<file path="config.mk">
export PLATFORM = sky130hd
export DESIGN_NAME = aes_word_loader
export DESIGN_NICKNAME = d
export VERILOG_FILES = /design/src/rtl/aes_word_loader.sv
export SDC_FILE = /design/constraint.sdc
export NUM_CORES = 1
export LEC_CHECK = 0
export BUFFER_PORTS_ARGS = -buffer_cell sky130_fd_sc_hd__buf_4
export CAP_MARGIN = 40
export CORE_MARGIN = 2
export CORE_UTILIZATION = 55
export CTS_CLUSTER_SIZE = 24
export DETAILED_ROUTE_END_ITERATION = 7
export PLACE_DENSITY = 0.84
export SLEW_MARGIN = 20
export SYNTH_ARGS = -nofsm -noshare
export SYNTH_HDL_FRONTEND = slang
export SYNTH_SLANG_ARGS = --single-unit
</file>
<file path="constraint.sdc">
create_clock -name clk -period 3.9 [get_ports clk]
set_input_delay 0.585 -clock clk [delete_from_list [all_inputs] [get_ports clk]]
set_output_delay 0.585 -clock clk [all_outputs]
set_load 0.005 [all_outputs]
</file>
<file path="src/rtl/aes_word_loader.sv">
// Assembles one AES cipher key and 128-bit plaintext blocks from a 32-bit word stream.
// Define AES_LOADER_BLKCNT_EN to add the saturating blk_count output.
module aes_word_loader #(
  parameter int KEY_WORDS = 4,
  parameter int KEY_W     = 32 * KEY_WORDS
) (
  input  logic             clk,
  input  logic             rst_n,
  input  logic             in_valid,
  output logic             in_ready,
  input  logic [31:0]      in_data,
  input  logic             key_reload,
  output logic             blk_valid,
  input  logic             blk_ready,
  output logic [127:0]     blk_data,
  output logic [KEY_W-1:0] blk_key,
`ifdef AES_LOADER_BLKCNT_EN
  output logic [15:0]      blk_count,
`endif
  output logic             key_loaded
);

  if (!(KEY_WORDS == 4 || KEY_WORDS == 6 || KEY_WORDS == 8) || KEY_W != 32 * KEY_WORDS) begin : g_bad_param
    $error("aes_word_loader: KEY_WORDS must be 4, 6 or 8 and KEY_W must equal 32*KEY_WORDS");
  end

  typedef enum logic [1:0] {
    LOAD_KEY,
    LOAD_DATA,
    PRESENT
  } state_e;

  localparam logic [2:0] KEY_LAST  = 3'(KEY_WORDS - 1);
  localparam logic [2:0] DATA_LAST = 3'd3;

  state_e             state_q;
  logic [2:0]         cnt_q;
  logic [2:0]         cnt_d;
  logic               reloadPending_q;
  logic               inReady_q;
  logic               blkValid_q;
  logic               keyLoaded_q;
  logic [127:0]       blkData_q;
  logic [KEY_W-1:0]   blkKey_q;
  logic               accept;
`ifdef AES_LOADER_BLKCNT_EN
  logic [15:0]        blkCount_q;
`endif

  assign accept = in_valid & inReady_q;
  assign cnt_d  = cnt_q + 3'd1;

  // in_ready is registered from the next state, so it is 0 in reset and in PRESENT
  always_ff @(posedge clk or negedge rst_n) begin
    if (!rst_n) begin
      state_q         <= LOAD_KEY;
      cnt_q           <= '0;
      reloadPending_q <= 1'b0;
      inReady_q       <= 1'b0;
      blkValid_q      <= 1'b0;
      keyLoaded_q     <= 1'b0;
      blkData_q       <= '0;
      blkKey_q        <= '0;
`ifdef AES_LOADER_BLKCNT_EN
      blkCount_q      <= '0;
`endif
    end else begin
      case (state_q)
        LOAD_KEY: begin
          inReady_q <= 1'b1;
          if (key_reload) reloadPending_q <= 1'b1;
          if (accept) begin
            for (int i = 0; i < KEY_WORDS; i++) begin
              if (cnt_q == 3'(i)) blkKey_q[KEY_W-1-32*i -: 32] <= in_data;
            end
            if (cnt_q == KEY_LAST) begin
              cnt_q       <= '0;
              keyLoaded_q <= 1'b1;
              state_q     <= LOAD_DATA;
`ifdef AES_LOADER_BLKCNT_EN
              blkCount_q  <= '0;
`endif
            end else begin
              cnt_q <= cnt_d;
            end
          end
        end
        LOAD_DATA: begin
          inReady_q <= 1'b1;
          if (key_reload) reloadPending_q <= 1'b1;
          if (accept) begin
            for (int i = 0; i < 4; i++) begin
              if (cnt_q == 3'(i)) blkData_q[127-32*i -: 32] <= in_data;
            end
            if (cnt_q == DATA_LAST) begin
              cnt_q      <= '0;
              state_q    <= PRESENT;
              inReady_q  <= 1'b0;
              blkValid_q <= 1'b1;
            end else begin
              cnt_q <= cnt_d;
            end
          end
        end
        PRESENT: begin
          // a reload seen while the block waits is kept rather than dropped
          if (blk_ready) begin
            blkValid_q      <= 1'b0;
            inReady_q       <= 1'b1;
            reloadPending_q <= 1'b0;
            state_q         <= (reloadPending_q | key_reload) ? LOAD_KEY : LOAD_DATA;
`ifdef AES_LOADER_BLKCNT_EN
            if (blkCount_q != 16'hFFFF) blkCount_q <= blkCount_q + 16'd1;
`endif
          end else if (key_reload) begin
            reloadPending_q <= 1'b1;
          end
        end
        default: begin
          state_q   <= LOAD_KEY;
          cnt_q     <= '0;
          inReady_q <= 1'b0;
        end
      endcase
    end
  end

  assign in_ready   = inReady_q;
  assign blk_valid  = blkValid_q;
  assign blk_data   = blkData_q;
  assign blk_key    = blkKey_q;
  assign key_loaded = keyLoaded_q;
`ifdef AES_LOADER_BLKCNT_EN
  assign blk_count  = blkCount_q;
`endif

endmodule

</file>
==> out/qor.txt, run 1 <==
Worst EP arrival = 2730 ps
Endpoints failing hold = 0
Compound-cell area share of the yosys netlist = 0.008187
Clock root buffer = clkbuf_16
Crit path launch type = flop
Crit path max fanout = 17
Final core occ = 0.7303
RR Startpoint = in_ready
CP Launch Point = in_ready
CTS H-tree lvls = 1
Hold Path Class = in2async
Global-route congestion overflow total = 0
Total chip power = 12.13 mW
Hold WS = 178.9 ps
Setup TNS = 0 ps
Critical path type = reg2reg
Post-CTS sizing = 0
Fmax = 428.9 MHz
Min Tclk post-route = 2331 ps
Total number of vias = 6,212
Antenna-violating nets left = 0
Sequential power share = 0.405
Sequential cell area fraction in the yosys report = 0.6381
Max-slew headroom = 0.3634
Clock tree sinks = 265
NetSw = 3.471 mW
Int Pwr = 8.661 mW
VDD IR-drop max = 0.5549 mV
TritonCTS clock tree = built
WP data required = 4300 ps
Count of final setup violators = 0
Unrepaired setup endpoints after global routing = false
Post-synthesis cell area = 10,390 µm²
Cts bufs inserted = 27
Die X = 141.5 µm
Post-Synth Adder-Cell Area = 0.004816
Initial Util = 0.5574
Total global-route track usage = 0.2569
Yosys reg bits = 265
Initial antenna violation count = 0
CTS Hold Bufs = 0
Worst skew pair latency = 520 ps
Final GP Congestion = 0.8036
Switching part of the total = 0.2861
Die footprint = 20,010 µm²
Fin crit share = 0.5978
# rows = 50
Core box area = 18,640 µm²
R2R depth = 4
Chip Height = 141.5 µm
Final wirelength = 25,600 µm
Number of flops mapped to enable cells by yosys = 0
Share of cells above drive strength 1 = 0.6442
Synth Area in Simple Gates = 0.01878
1st-iter DRT viols = 181
Mux contribution to synthesized area = 0.2991
Post-synth top flop = dfrtp_1
Max-Cap Viols = 0
Pins Over Slew Limit = 0
Placed insts = 1,107
Combinational share of power = 0.386
Vias in the first global route = 6,688
Main combinational cell family by area after synthesis = multiplexers
Post-CTS setup repair buffer count = 0
Hpwl dp = 16,980 µm
WL/cell = 22.20 µm
Cells after synthesis = 599
Detailed Routing Iterations Pass 1 = 4
Vias per inst = 5.388
Netlist cell types = 34
Status = finished clean
Least-Margin Pin Slew = 955.0 ps
CTS clock-pin slew for the worst setup and hold paths = 60 ps
Endpoint type of the worst setup path = flop
Global-route wire length before repair = 39,560 µm
Syn nets = 640
Clock power frac = 0.210
Pwr dens = 891.1 nW/µm²
Largest net degree at the start of global routing = 129
Syn-to-layout area delta = 31.01%
Mapped Avg Cell Area = 17.35 µm²
Number of port buffers = 295
Number of remaining DRC errors = 0
Top-Level Pins = 296
Synth warn = 0
Asr flop ratio synth = 1.000
Leak = 6.554 nW
Antenna cells = 0
Non-filler cells in the finished layout = 1,153
Final Skew = 6.592 ps
Final #Nets = 943
Clock tree buffer depth = 3
Xor-xnor portion of the synthesized cell area = 0
-- final timing paths --
path	end	slack [ps]
max	blk_key[90]	1570
min	blk_key[24]	180
max reg2reg	blk_key[90]	1570
min in group clk	blk_valid	280
min reg2reg	key_loaded	470
max in group asynchronous	blk_data[84]	2840
-- worst max-delay path, cell delays in order, from the launching register on --
cell	delay (ps)
dfrtp_1	460
and3b_1	390
nand3_2	560
buf_4	450
mux2_1	340
-- metal layers --
metal,global-route usage,part of all wire
met3,0.07020,0.073
met2,0.4282,0.50
met5,0,0
met1,0.3376,0.41
met4,0.06579,0.026
-- synthesized netlist by cell type (all sizes together), types with 2 or more instances --
master | n | area (µm²)
o21ai | 2 | 10.01
nand2 | 3 | 11.26
dfrtp | 265 | 6631
nor2 | 5 | 21.27
inv | 3 | 11.26
and3 | 4 | 35.03
mux2 | 256 | 3108
nand3b | 2 | 15.01
a21oi | 3 | 15.01
buf | 31 | 311.6
nand3 | 6 | 52.55
a21o | 2 | 15.01
nand2b | 2 | 12.51
ha | 4 | 50.05
-- power by group through the flow --
stage / Clock [mW] / Sequential [mW] / Combinational, mW
6_report: 2.54 / 4.91 / 4.68
5_1_grt: 2.70 / 5.07 / 4.99
4_1_cts: 2.59 / 4.90 / 4.74
3_5_place_dp: 0 / 4.91 / 4.72
3_3_place_gp: 0 / 4.84 / 4.55
2_1_floorplan: 0 / 4.90 / 1.95
-- cell type report --
| class | count | area [µm²] |
|---|---|---|
| Clock buffer | 44 | 849.6 |
| Inverter | 3 | 11.26 |
| Fill cell | 1169 | 5027 |
| Multi-Input combinational cell | 300 | 3441 |
| Tap cell | 234 | 292.8 |
| Sequential cell | 265 | 6631 |
| Clock inverter | 2 | 35.03 |
| Timing Repair Buffer | 305 | 2355 |
-- cells in the final DEF (no fill, tap or decap), drive strengths merged, types with 2 or more instances in the layout --
cell / instances
nand2: 3
nor2: 5
a21oi: 3
inv: 3
a21o: 2
o21ai: 2
and3: 4
mux2: 256
nand2b: 2
buf: 305
nand3: 6
ha: 4
clkbuf: 44
dfrtp: 265
nand3b: 2
-- sequential cells by signal, summed over array words and instances, names as in the netlist --
signal / flops
blk_key: 128
reloadPending_q: 1
in_ready: 1
blk_valid: 1
key_loaded: 1
blk_data: 128
state_q: 2
cnt_q: 3
-- cells by family after synthesis --
group | Yosys count
flops | 265
fa+ha+maj | 4
compound gates | 13
mux | 256
simple gates | 27
buf+inv | 34
-- per-stage QoR --
step	worst slack (ps)	instance area (µm²)
floorplan	2190	10390
global placement	1337	12680
detailed placement	1376	12730
CTS	1557	13620
global route	1474	13620
finish	1569	13620
No activity file was read; power rests on OpenSTA's default activity.
==> inputs of run 2 (changes only) <==
Settings changed: CORE_UTILIZATION 55 to 52, PLACE_DENSITY 0.84 to 0.8.
Clock period 3.9 ns to 2.27 ns, I/O delays scaled along.
==> run 2 against run 1 <==
  * Register-to-register slack lost 1300 ps
  * Cell count increased by 3.6%
  * Non-clock buffer count is 10 higher
  * Worst setup slack got worse by 1300 ps
  * Count of clock-buffer cells in the layout is 1 lower
  * Sequential power rose by 71%
  * Clock skew increased by 1.9 ps
  * Largest power group unchanged
==> out/qor.txt, run 2 (synthesis results as in run 1) <==
WL/cell = 21.14 µm (-4.8%)
Sequential power share = 0.409 (+0.004)
Endpoint type of the worst setup path = flop
Die X = 145.4 µm (+2.8%)
CP max stage delay = 500 ps (-60 ps)
Initial antenna violation count = 0 (unchanged)
Clock tree buffer depth = 3 (unchanged)
Total global-route track usage = 0.2393 (-0.01762)
Hold WS = 36.01 ps (-142.9 ps)
Critical path type = reg2reg
Initial Util = 0.5322 (-0.02522)
Die footprint = 21,130 µm² (+5.6%)
WP data required = 2660 ps (-1640 ps)
Switching part of the total = 0.2856 (-0.0004518)
Combinational share of power = 0.392 (+0.006)
CP bufs+invs = 0 (-1)
Unrepaired setup endpoints after global routing = false
Final GP Congestion = 0.8105 (+0.86%)
Crit path launch type = flop
Post-CTS sizing = 0 (unchanged)
1st-iter DRT viols = 205 (+13%)
Antenna-violating nets left = 0 (unchanged)
Vias in the first global route = 6,806 (+1.8%)
Worst skew pair latency = 520 ps (about the same)
Cts bufs inserted = 27 (unchanged)
Crit path max fanout = 34 (+17)
Antenna cells = 0 (unchanged)
Worst EP arrival = 2360 ps (-370 ps)
Hpwl dp = 17,320 µm (+2.0%)
Top-Level Pins = 296 (unchanged)
TritonCTS clock tree = built
Clock power frac = 0.200 (-0.010)
Largest net degree at the start of global routing = 65 (-50%)
Final Skew = 8.486 ps (+1.894 ps)
CP cell instances = and3b_1 > nand3_4 > mux2_1
CP max-delay cell = nand3_4
Number of port buffers = 295 (unchanged)
Number of remaining DRC errors = 0 (unchanged)
Pwr dens = 1498 nW/µm² (+68%)
Delay-heaviest family, CP = simple AND/OR/NAND/NOR gates
Pins Over Slew Limit = 0 (unchanged)
Count of final setup violators = 0 (unchanged)
Int Pwr = 14.71 mW (+70%)
Most frequent cells in the layout = buf_4 (303), dfrtp_1 (265), mux2_2 (177)
Clock root buffer = clkbuf_16
Global-route wire length before repair = 39,870 µm (+0.77%)
Syn-to-layout area delta = 32.22%
Setup TNS = 0 ps (unchanged)
Commonest non-fill, non-tap cell in the layout = buf_4
Core box area = 19,530 µm² (+4.7%)
Endpoints failing hold = 0 (unchanged)
Hold Path Class = in2reg
NetSw = 5.880 mW (+69%)
Max-Cap Viols = 0 (unchanged)
Total number of vias = 6,164 (-0.77%)
Least-Margin Pin Slew = 565.7 ps (-389.2 ps)
Status = finished clean
VDD IR-drop max = 0.9942 mV (+79%)
Chip Height = 145.4 µm (+2.8%)
Share of cells above drive strength 1 = 0.6441 (about the same)
# rows = 51 (+2.0%)
Fillers = 1,400 (+20%)
Fmax = 508.2 MHz (+18%)
Fin crit share = 0.8668 (+0.2690)
Vias per inst = 5.158 (-4.3%)
Non-filler cells in the finished layout = 1,195 (+3.6%)
Leak = 6.599 nW (+0.68%)
Global-route congestion overflow total = 0 (unchanged)
Min Tclk post-route = 1968 ps (-363.7 ps)
CTS H-tree lvls = 1 (unchanged)
Clock tree sinks = 265 (unchanged)
CTS clock-pin slew for the worst setup and hold paths = 60 ps (about the same)
Placed insts = 1,147 (+3.6%)
Final wirelength = 25,260 µm (-1.3%)
Detailed Routing Iterations Pass 1 = 4 (unchanged)
Final #Nets = 953 (+1.1%)
Max-slew headroom = 0.6229 (+0.2595)
run 2: changes by cell type in the layout (fill, tap and decap cells not counted), moves of 3 or more:
cell | before | now
buf_12 | 4 | 10
buf_4 | 299 | 303
clkbuf_8 | 11 | 7
clkbuf_1 | 6 | 9
clkinv_2 | 1 | 4
run 2: through the flow:
stage / total power [mW] / cell area, µm² / setup WS, ps / utilization
detailed placement: 16.60 / 12900 / 296.6 / 0.6609
CTS: 20.84 / 13740 / 286.3 / 0.7037
finish: 20.59 / 13740 / 302.4 / 0.7037
global placement: 16.26 / 12900 / 374.3 / 0.6609
global route: 21.72 / 13740 / 177.1 / 0.7037
floorplan: 11.77 / 10390 / 671.9 / -
run 2: timing repair:
item | in CTS | in global routing
buffers inserted | 0 | 0
hold buffers | 1 | 0
endpoints found under the hold margin | 58 | 0
run 2: per-layer routing:
metal,part of all wire,up-vias,GRT usage
li1,-,2735,-
met1,0.41,3164,0.3050
met2,0.50,220,0.4085
met3,0.068,45,0.06050
met4,0.028,0,0.07010
met5,0,-,0
run 2: power groups by stage:
stage | clock, mW | sequential [mW] | combinational, mW
6_report | 4.11 | 8.42 | 8.06
3_3_place_gp | 0 | 8.32 | 7.94
4_1_cts | 4.22 | 8.41 | 8.21
5_1_grt | 4.41 | 8.70 | 8.61
2_1_floorplan | 0 | 8.42 | 3.35
3_5_place_dp | 0 | 8.42 | 8.18
run 2: final cells by class:
cell class / instances / area [µm²] / share of cell area
Sequential cell: 265 / 6631 / 0.4826
Tap cell: 265 / 331.6 / 0.02413
Timing Repair Buffer: 315 / 2500 / 0.1819
Inverter: 3 / 11.26 / 0.0008195
Multi-Input combinational cell: 300 / 3441 / 0.2504
Clock buffer: 43 / 805.8 / 0.05864
Clock inverter: 4 / 20.02 / 0.001457
run 2: path summary, 6_finish.rpt:
| check | start | endpoint | slack, ps | cells past startpoint |
|---|---|---|---|---|
| setup / recovery | in_ready | blk_key[20] | 300 | 3 |
| hold / removal | blk_ready | blk_valid | 40 | 2 |
| setup reg to reg | in_ready | blk_key[20] | 300 | 3 |
| hold reg to reg | key_loaded | key_loaded | 460 | 1 |
| max in group asynchronous | rst_n | blk_data[101] | 1140 | 3 |
| min in group asynchronous | rst_n | blk_data[102] | 350 | 2 |
